==> config.mk <==
export PLATFORM = sky130hd
export DESIGN_NAME = carry_bypass_adder_pipe_flat
export DESIGN_NICKNAME = d
export VERILOG_FILES = /design/src/rtl/carry_bypass_adder_pipe_if.sv /design/src/rtl/carry_bypass_adder_pipe.sv /design/src/flat_wrapper.sv
export SDC_FILE = /design/constraint.sdc
export NUM_CORES = 1
export LEC_CHECK = 0
export CORE_MARGIN = 8
export CORE_UTILIZATION = 42
export CTS_BUF_LIST = sky130_fd_sc_hd__clkbuf_4 sky130_fd_sc_hd__clkbuf_8
export DETAILED_ROUTE_END_ITERATION = 10
export GPL_ROUTABILITY_DRIVEN = 0
export PLACE_DENSITY = 0.69
export SLEW_MARGIN = 20
export SYNTH_ARGS = -nofsm -noshare
export SYNTH_HDL_FRONTEND = slang
export SYNTH_SLANG_ARGS = --single-unit
export TNS_END_PERCENT = 1
==> constraint.sdc <==
create_clock -name clk -period 2.71 [get_ports clk]
set_input_delay 0.6775 -clock clk [delete_from_list [all_inputs] [get_ports clk]]
set_output_delay 0.6775 -clock clk [all_outputs]
set_load 0.01 [all_outputs]
==> src/rtl/carry_bypass_adder_pipe_if.sv <==
// Operand/result handshake bundle for carry_bypass_adder_pipe.
// The slave side is the adder. The master side is the producer/consumer pair.
interface carry_bypass_adder_pipe_if #(
  parameter int WIDTH = 16,
  parameter int BLOCK = 4
);
  localparam int G = WIDTH / BLOCK;

  logic             in_valid;
  logic             in_ready;
  logic [WIDTH-1:0] a;
  logic [WIDTH-1:0] b;
  logic             cin;
  logic             sub;
  logic             out_valid;
  logic             out_ready;
  logic [WIDTH-1:0] sum;
  logic             cout;
  logic             ovf;
  logic [G-1:0]     skip_mask;

  modport master (
    output in_valid, a, b, cin, sub, out_ready,
    input  in_ready, out_valid, sum, cout, ovf, skip_mask
  );

  modport slave (
    input  in_valid, a, b, cin, sub, out_ready,
    output in_ready, out_valid, sum, cout, ovf, skip_mask
  );
endinterface

==> src/rtl/carry_bypass_adder_pipe.sv <==
// Pipelined carry-bypass adder/subtractor. Each stage resolves one BLOCK-bit group.
// Whole-pipe stall on output backpressure. Async active-low reset.
module carry_bypass_adder_pipe #(
  parameter int WIDTH = 16,
  parameter int BLOCK = 4
) (
  input logic                      clk,
  input logic                      rst_n,
  carry_bypass_adder_pipe_if.slave bus
);
  localparam int G = WIDTH / BLOCK;

  generate
    if (BLOCK < 1 || BLOCK > WIDTH || (WIDTH % BLOCK) != 0) begin : g_param_check
      $error("carry_bypass_adder_pipe: WIDTH must be a positive multiple of BLOCK");
    end
  endgenerate

  // Rank 0 holds the accepted operands. Rank k+1 holds the state after group k resolves.
  logic             v_q     [0:G];
  logic [WIDTH-1:0] opa_q   [0:G-1];
  logic [WIDTH-1:0] opb_q   [0:G-1];
  logic [WIDTH-1:0] sum_q   [0:G];
  logic             carry_q [0:G];
  logic [G-1:0]     skip_q  [0:G];
  logic             cmsb_q;

  logic [WIDTH-1:0] sum_d   [1:G];
  logic             carry_d [1:G];
  logic [G-1:0]     skip_d  [1:G];
  logic             cmsb_d;

  logic [BLOCK-1:0] p;
  logic [BLOCK-1:0] gen;
  logic [BLOCK-1:0] s;
  logic             c;
  logic             cm;
  logic             adv;

  assign adv           = !v_q[G] || bus.out_ready;
  assign bus.in_ready  = adv;
  assign bus.out_valid = v_q[G];
  assign bus.sum       = sum_q[G];
  assign bus.cout      = carry_q[G];
  assign bus.ovf       = cmsb_q ^ carry_q[G];
  assign bus.skip_mask = skip_q[G];

  always_comb begin
    p      = '0;
    gen    = '0;
    s      = '0;
    c      = 1'b0;
    cm     = 1'b0;
    cmsb_d = 1'b0;
    for (int unsigned k = 0; k < G; k++) begin
      p   = opa_q[k][k*BLOCK +: BLOCK] ^ opb_q[k][k*BLOCK +: BLOCK];
      gen = opa_q[k][k*BLOCK +: BLOCK] & opb_q[k][k*BLOCK +: BLOCK];
      c   = carry_q[k];
      cm  = c;
      for (int unsigned i = 0; i < BLOCK; i++) begin
        cm   = c;
        s[i] = p[i] ^ c;
        c    = gen[i] | (p[i] & c);
      end
      sum_d[k+1]                    = sum_q[k];
      sum_d[k+1][k*BLOCK +: BLOCK]  = s;
      // A fully propagating group passes its carry-in straight through.
      carry_d[k+1]                  = (&p) ? carry_q[k] : c;
      skip_d[k+1]                   = skip_q[k];
      skip_d[k+1][k]                = &p;
      if (k == G - 1) cmsb_d = cm;
    end
  end

  always_ff @(posedge clk or negedge rst_n) begin
    if (!rst_n) begin
      for (int unsigned r = 0; r <= G; r++) begin
        v_q[r]     <= 1'b0;
        sum_q[r]   <= '0;
        carry_q[r] <= 1'b0;
        skip_q[r]  <= '0;
      end
      for (int unsigned r = 0; r < G; r++) begin
        opa_q[r] <= '0;
        opb_q[r] <= '0;
      end
      cmsb_q <= 1'b0;
    end else if (adv) begin
      v_q[0]     <= bus.in_valid;
      opa_q[0]   <= bus.a;
      opb_q[0]   <= bus.sub ? ~bus.b : bus.b;
      carry_q[0] <= bus.sub ^ bus.cin;
      sum_q[0]   <= '0;
      skip_q[0]  <= '0;
      for (int unsigned k = 0; k < G; k++) begin
        v_q[k+1]     <= v_q[k];
        sum_q[k+1]   <= sum_d[k+1];
        carry_q[k+1] <= carry_d[k+1];
        skip_q[k+1]  <= skip_d[k+1];
      end
      for (int unsigned k = 1; k < G; k++) begin
        opa_q[k] <= opa_q[k-1];
        opb_q[k] <= opb_q[k-1];
      end
      cmsb_q <= cmsb_d;
    end
  end
endmodule

==> src/flat_wrapper.sv <==
// flat-port wrapper written by rule: the top's interface ports become plain ports
module carry_bypass_adder_pipe_flat 
#(
  parameter int WIDTH = 16,
  parameter int BLOCK = 4
)
  (clk, rst_n, bus_in_valid, bus_a, bus_b, bus_cin, bus_sub, bus_out_ready, bus_in_ready, bus_out_valid, bus_sum, bus_cout, bus_ovf, bus_skip_mask);
  carry_bypass_adder_pipe_if #(.WIDTH(WIDTH), .BLOCK(BLOCK)) bus_i ();
  input logic clk;
  input logic rst_n;
  input wire logic [$bits(bus_i.in_valid)-1:0] bus_in_valid;
  input wire logic [$bits(bus_i.a)-1:0] bus_a;
  input wire logic [$bits(bus_i.b)-1:0] bus_b;
  input wire logic [$bits(bus_i.cin)-1:0] bus_cin;
  input wire logic [$bits(bus_i.sub)-1:0] bus_sub;
  input wire logic [$bits(bus_i.out_ready)-1:0] bus_out_ready;
  output wire logic [$bits(bus_i.in_ready)-1:0] bus_in_ready;
  output wire logic [$bits(bus_i.out_valid)-1:0] bus_out_valid;
  output wire logic [$bits(bus_i.sum)-1:0] bus_sum;
  output wire logic [$bits(bus_i.cout)-1:0] bus_cout;
  output wire logic [$bits(bus_i.ovf)-1:0] bus_ovf;
  output wire logic [$bits(bus_i.skip_mask)-1:0] bus_skip_mask;
  assign bus_i.in_valid = bus_in_valid;
  assign bus_i.a = bus_a;
  assign bus_i.b = bus_b;
  assign bus_i.cin = bus_cin;
  assign bus_i.sub = bus_sub;
  assign bus_i.out_ready = bus_out_ready;
  assign bus_in_ready = bus_i.in_ready;
  assign bus_out_valid = bus_i.out_valid;
  assign bus_sum = bus_i.sum;
  assign bus_cout = bus_i.cout;
  assign bus_ovf = bus_i.ovf;
  assign bus_skip_mask = bus_i.skip_mask;
  carry_bypass_adder_pipe #(.WIDTH(WIDTH), .BLOCK(BLOCK)) u_core (.clk(clk), .rst_n(rst_n), .bus(bus_i));
endmodule
==> qor.csv <==
stage;metric;value;unit
grt;largest net degree at the start of global routing;151;
route;drt wl/cell;12.7;µm
grt;initial antenna violation count;0;
sta;crit share post-route;95.4;%
clock_network;# Post-CTS Setup Buffers;0;
floorplanning;die area;18800;µm²
finish;fin util;50.1;%
route;final wirelength;11.3;mm
setup_path;CP Launch Type;input pin;
setup_path;critical path's slowest cell;clkdlybuf4s50_1;
power_and_ir_drop;pwr dens;1130;nW/µm²
finish;fin nets;758;
finish;antenna cells;0;
sta;Max Slew Vio Count;0;
logic_synthesis;Synth cell types;26;
clock_network;Clock Sinks;141;
clock_network;Root Buffer;clkbuf_8;
setup_path;Critical Path AT;1910;ps
flow_run;Max-Cap Viols;0;
clock_network;Reg clk slew, reported paths;80;ps
finish;multi-input gate area in the final layout;2260;µm²
finish;fill count;1360;
logic_synthesis;Avg Synthesized Cell Area;9.69;µm²
logic_synthesis;Ys Warns;0;
grt;first-pass GRT wire length;19.6;mm
clock_network;clk buf depth;2;
placement;hpwl dp;7.39;mm
logic_synthesis;sequential fraction of the synthesis area;57.3;%
sta;maximum clock rate;0.387;GHz
setup_path;crit path capture type;output port;
grt;number of global-route vias before repair;4247;
route;Final ANT Viol Nets;0;
setup_path;FF-to-FF End;u_core.sum_d[35]$_DFFE_PN0P_;
finish;Layout area overhead;17.3;%
setup_path;Worst Path Max Fanout;2;
logic_synthesis;Synth Instances;636;
setup_path;worst r2r src;u_core.carry_q[4]$_DFFE_PN0P_;
clock_network;post-CTS sizing;0;
clock_network;CTS HTree Levels;4;
floorplanning;Chip Width;137;µm
route;DR vias/cell;4.63;
sta;headroom to the max-slew limit;59.0;%
grt;GRT Residual Overflow;0;
placement;IO buf count;61;
floorplanning;core box area;14400;µm²
grt;Global Route Usage Sum;13.0;%
sta;fin crit period;2590;ps
setup_path;CP required;2030;ps
sta;Final TNS setup;0;ps
hold_path;Hold Path Class;input pin to async pin;
route;Residual DRC;0;
floorplanning;initial core utilization;42.7;%
finish;layout cell share with drive strength beyond 1;7.13;%
sta;Worst Skew;11.7;ps
floorplanning;height of the die;137;µm
route;Vias;4097;
setup_path;CP Class;input pin to output port;
setup_path;CP endpoint;bus_in_ready;
sta;final count of hold timing violations;0;
route;1st-iter DRT viols;344;
setup_path;CP Launch Point;bus_out_ready;
logic_synthesis;area of the mapped netlist;6160;µm²
clock_network;CTS tree;done;
floorplanning;Cell Rows;44;
power_and_ir_drop;Lkg Pwr;3.61;nW
setup_path;cell depth of the worst flop-to-flop path;8;
clock_network;CTS Buf Count;17;
setup_path;slowest stage delay, CP;510;ps
run_status;status;complete, no violations;
logic_synthesis;Mapped Nets;706;
logic_synthesis;Yosys reg bits;141;
route;DRT Pass-1 Iters;5;
sta;endpoints failing setup;0;
sta;unrepaired setup endpoints after global routing;no;
sta;Least-Margin Pin Slew;614;ps
setup_path;most used cell, CP;clkdlybuf4s50_1;
clock_network;hold buffers post-CTS;0;
floorplanning;num ports;62;
setup_path;FF-to-FF setup slack;370;ps
setup_path;crit-path cells;clkdlybuf4s50_1 > nor2b_4 > inv_4 > clkdlybuf4s50_1;
finish;register area;3530;µm²
clock_network;later-pin clock latency in the skew report;440;ps
power_and_ir_drop;Max IR drop VDD;415;µV
[stage by stage]
stage / std cells / power [mW] / hold WS, ps / setup slack [ps] / cell area [µm²]
final: 885 / 8.15 / 172 / 124 / 7230
after global routing: 885 / 8.85 / 179 / 99.8 / 7230
after CTS: 885 / 8.28 / 168 / 102 / 7230
after detailed placement: 853 / 6.52 / 448 / 105 / 6820
after global placement: 853 / 6.36 / 442 / 96.2 / 6820
after floorplan: 636 / 5.56 / 382 / 532 / 6160
[power by group]
part / internal [mW] / switching, mW
Combinational: 1.24 / 1.58
Sequential: 3.04 / 0.562
Clock: 0.849 / 0.873
Total: 5.13 / 3.02
[Yosys cell counts]
cell,instances,area share [%]
xor2_1,4,0.57
ha_1,16,3.2
inv_1,29,1.8
nor2b_4,1,0.22
fa_1,16,5.2
nand2b_1,1,0.10
and3_1,2,0.20
dfrtp_1,141,57
clkbuf_1,3,0.18
buf_6,15,2.7
nand3_1,1,0.081
inv_4,1,0.10
nand4_1,4,0.41
xnor2_1,14,2.0
a311oi_2,1,0.24
buf_4,2,0.24
a21oi_2,9,1.3
o21ai_1,10,0.81
nor3_1,3,0.24
nor2_1,10,0.61
o21ai_0,25,2.0
clkbuf_2,1,0.081
a211oi_1,2,0.24
nand2_1,312,19
o311ai_0,1,0.14
buf_2,12,0.97
[per-layer routing]
metal | vias to the layer above | global-route usage (%) | wire length [µm]
met5 | - | 0 | 0
met4 | 0 | 5.07 | 105
met3 | 7 | 4.11 | 556
met2 | 65 | 21.2 | 5610
met1 | 1977 | 15.8 | 5000
li1 | 2048 | - | -
[final cells by class]
type                            instances  share of cell area (%)
Inverter                               30                    1.59
Clock buffer                           17                    3.24
Tap cell                              184                    3.19
Sequential cell                       141                    48.8
Multi-Input combinational cell        432                    31.2
Timing Repair Buffer                   66                    9.51
Clock inverter                         15                    2.41
[worst max-delay path: cells and delay by family]
family / cells / cell delay, ps
AND/OR/NAND/NOR: 1 / 220
buffers and inverters: 3 / 1010
[state kept, by name (all words and copies together) (netlist names)]
| register | count |
|---|---|
| u_core.bus.skip_mask | 4 |
| u_core.carry_q | 4 |
| u_core.skip_d | 6 |
| u_core.bus.out_valid | 1 |
| u_core.opb_q | 40 |
| u_core.cmsb_q | 1 |
| u_core.bus.sum | 16 |
| u_core.bus.cout | 1 |
| u_core.v_q | 4 |
| u_core.sum_d | 24 |
| u_core.opa_q | 40 |
[how the worst min path moves through the flow]
stage / to / slack, ps / depth (start not counted)
2_1_floorplan: u_core.bus.cout$_DFFE_PN0P_ / 380 / 0
3_3_place_gp: u_core.v_q[1]$_DFFE_PN0P_ / 440 / 2
3_5_place_dp: u_core.v_q[1]$_DFFE_PN0P_ / 450 / 2
4_1_cts: u_core.opa_q[53]$_DFFE_PN0P_ / 170 / 1
5_1_grt: u_core.opa_q[53]$_DFFE_PN0P_ / 180 / 1
6_report: u_core.opa_q[52]$_DFFE_PN0P_ / 170 / 1
[cells by family after synthesis]
group	count (synthesis)	share of synthesized area [%]
compound gates	48	4.75
xor+xnor	18	2.56
fa+ha+maj	32	8.45
buf+inv	63	6.09
flops	141	57.3
simple gates	334	20.9
[cell usage in the layout (no fill, tap or decap), drive strengths merged]
master | Yosys | layout
nand3 | 1 | 1
inv | 30 | 39
xnor2 | 14 | 14
a21oi | 9 | 9
ha | 16 | 16
nor2 | 10 | 10
nand2 | 312 | 312
a311oi | 1 | 1
nand4 | 4 | 4
nand2b | 1 | 1
buf | 29 | 6
dfrtp | 141 | 141
clkinv | 0 | 2
nor3 | 3 | 3
clkbuf | 4 | 17
and3 | 2 | 2
clkinvlp | 0 | 2
a211oi | 2 | 2
xor2 | 4 | 4
o311ai | 1 | 1
o21ai | 35 | 35
bufinv | 0 | 2
clkdlybuf4s50 | 0 | 60
nor2b | 1 | 1
fa | 16 | 16
Note: power is estimated with default switching activity, not from simulation.
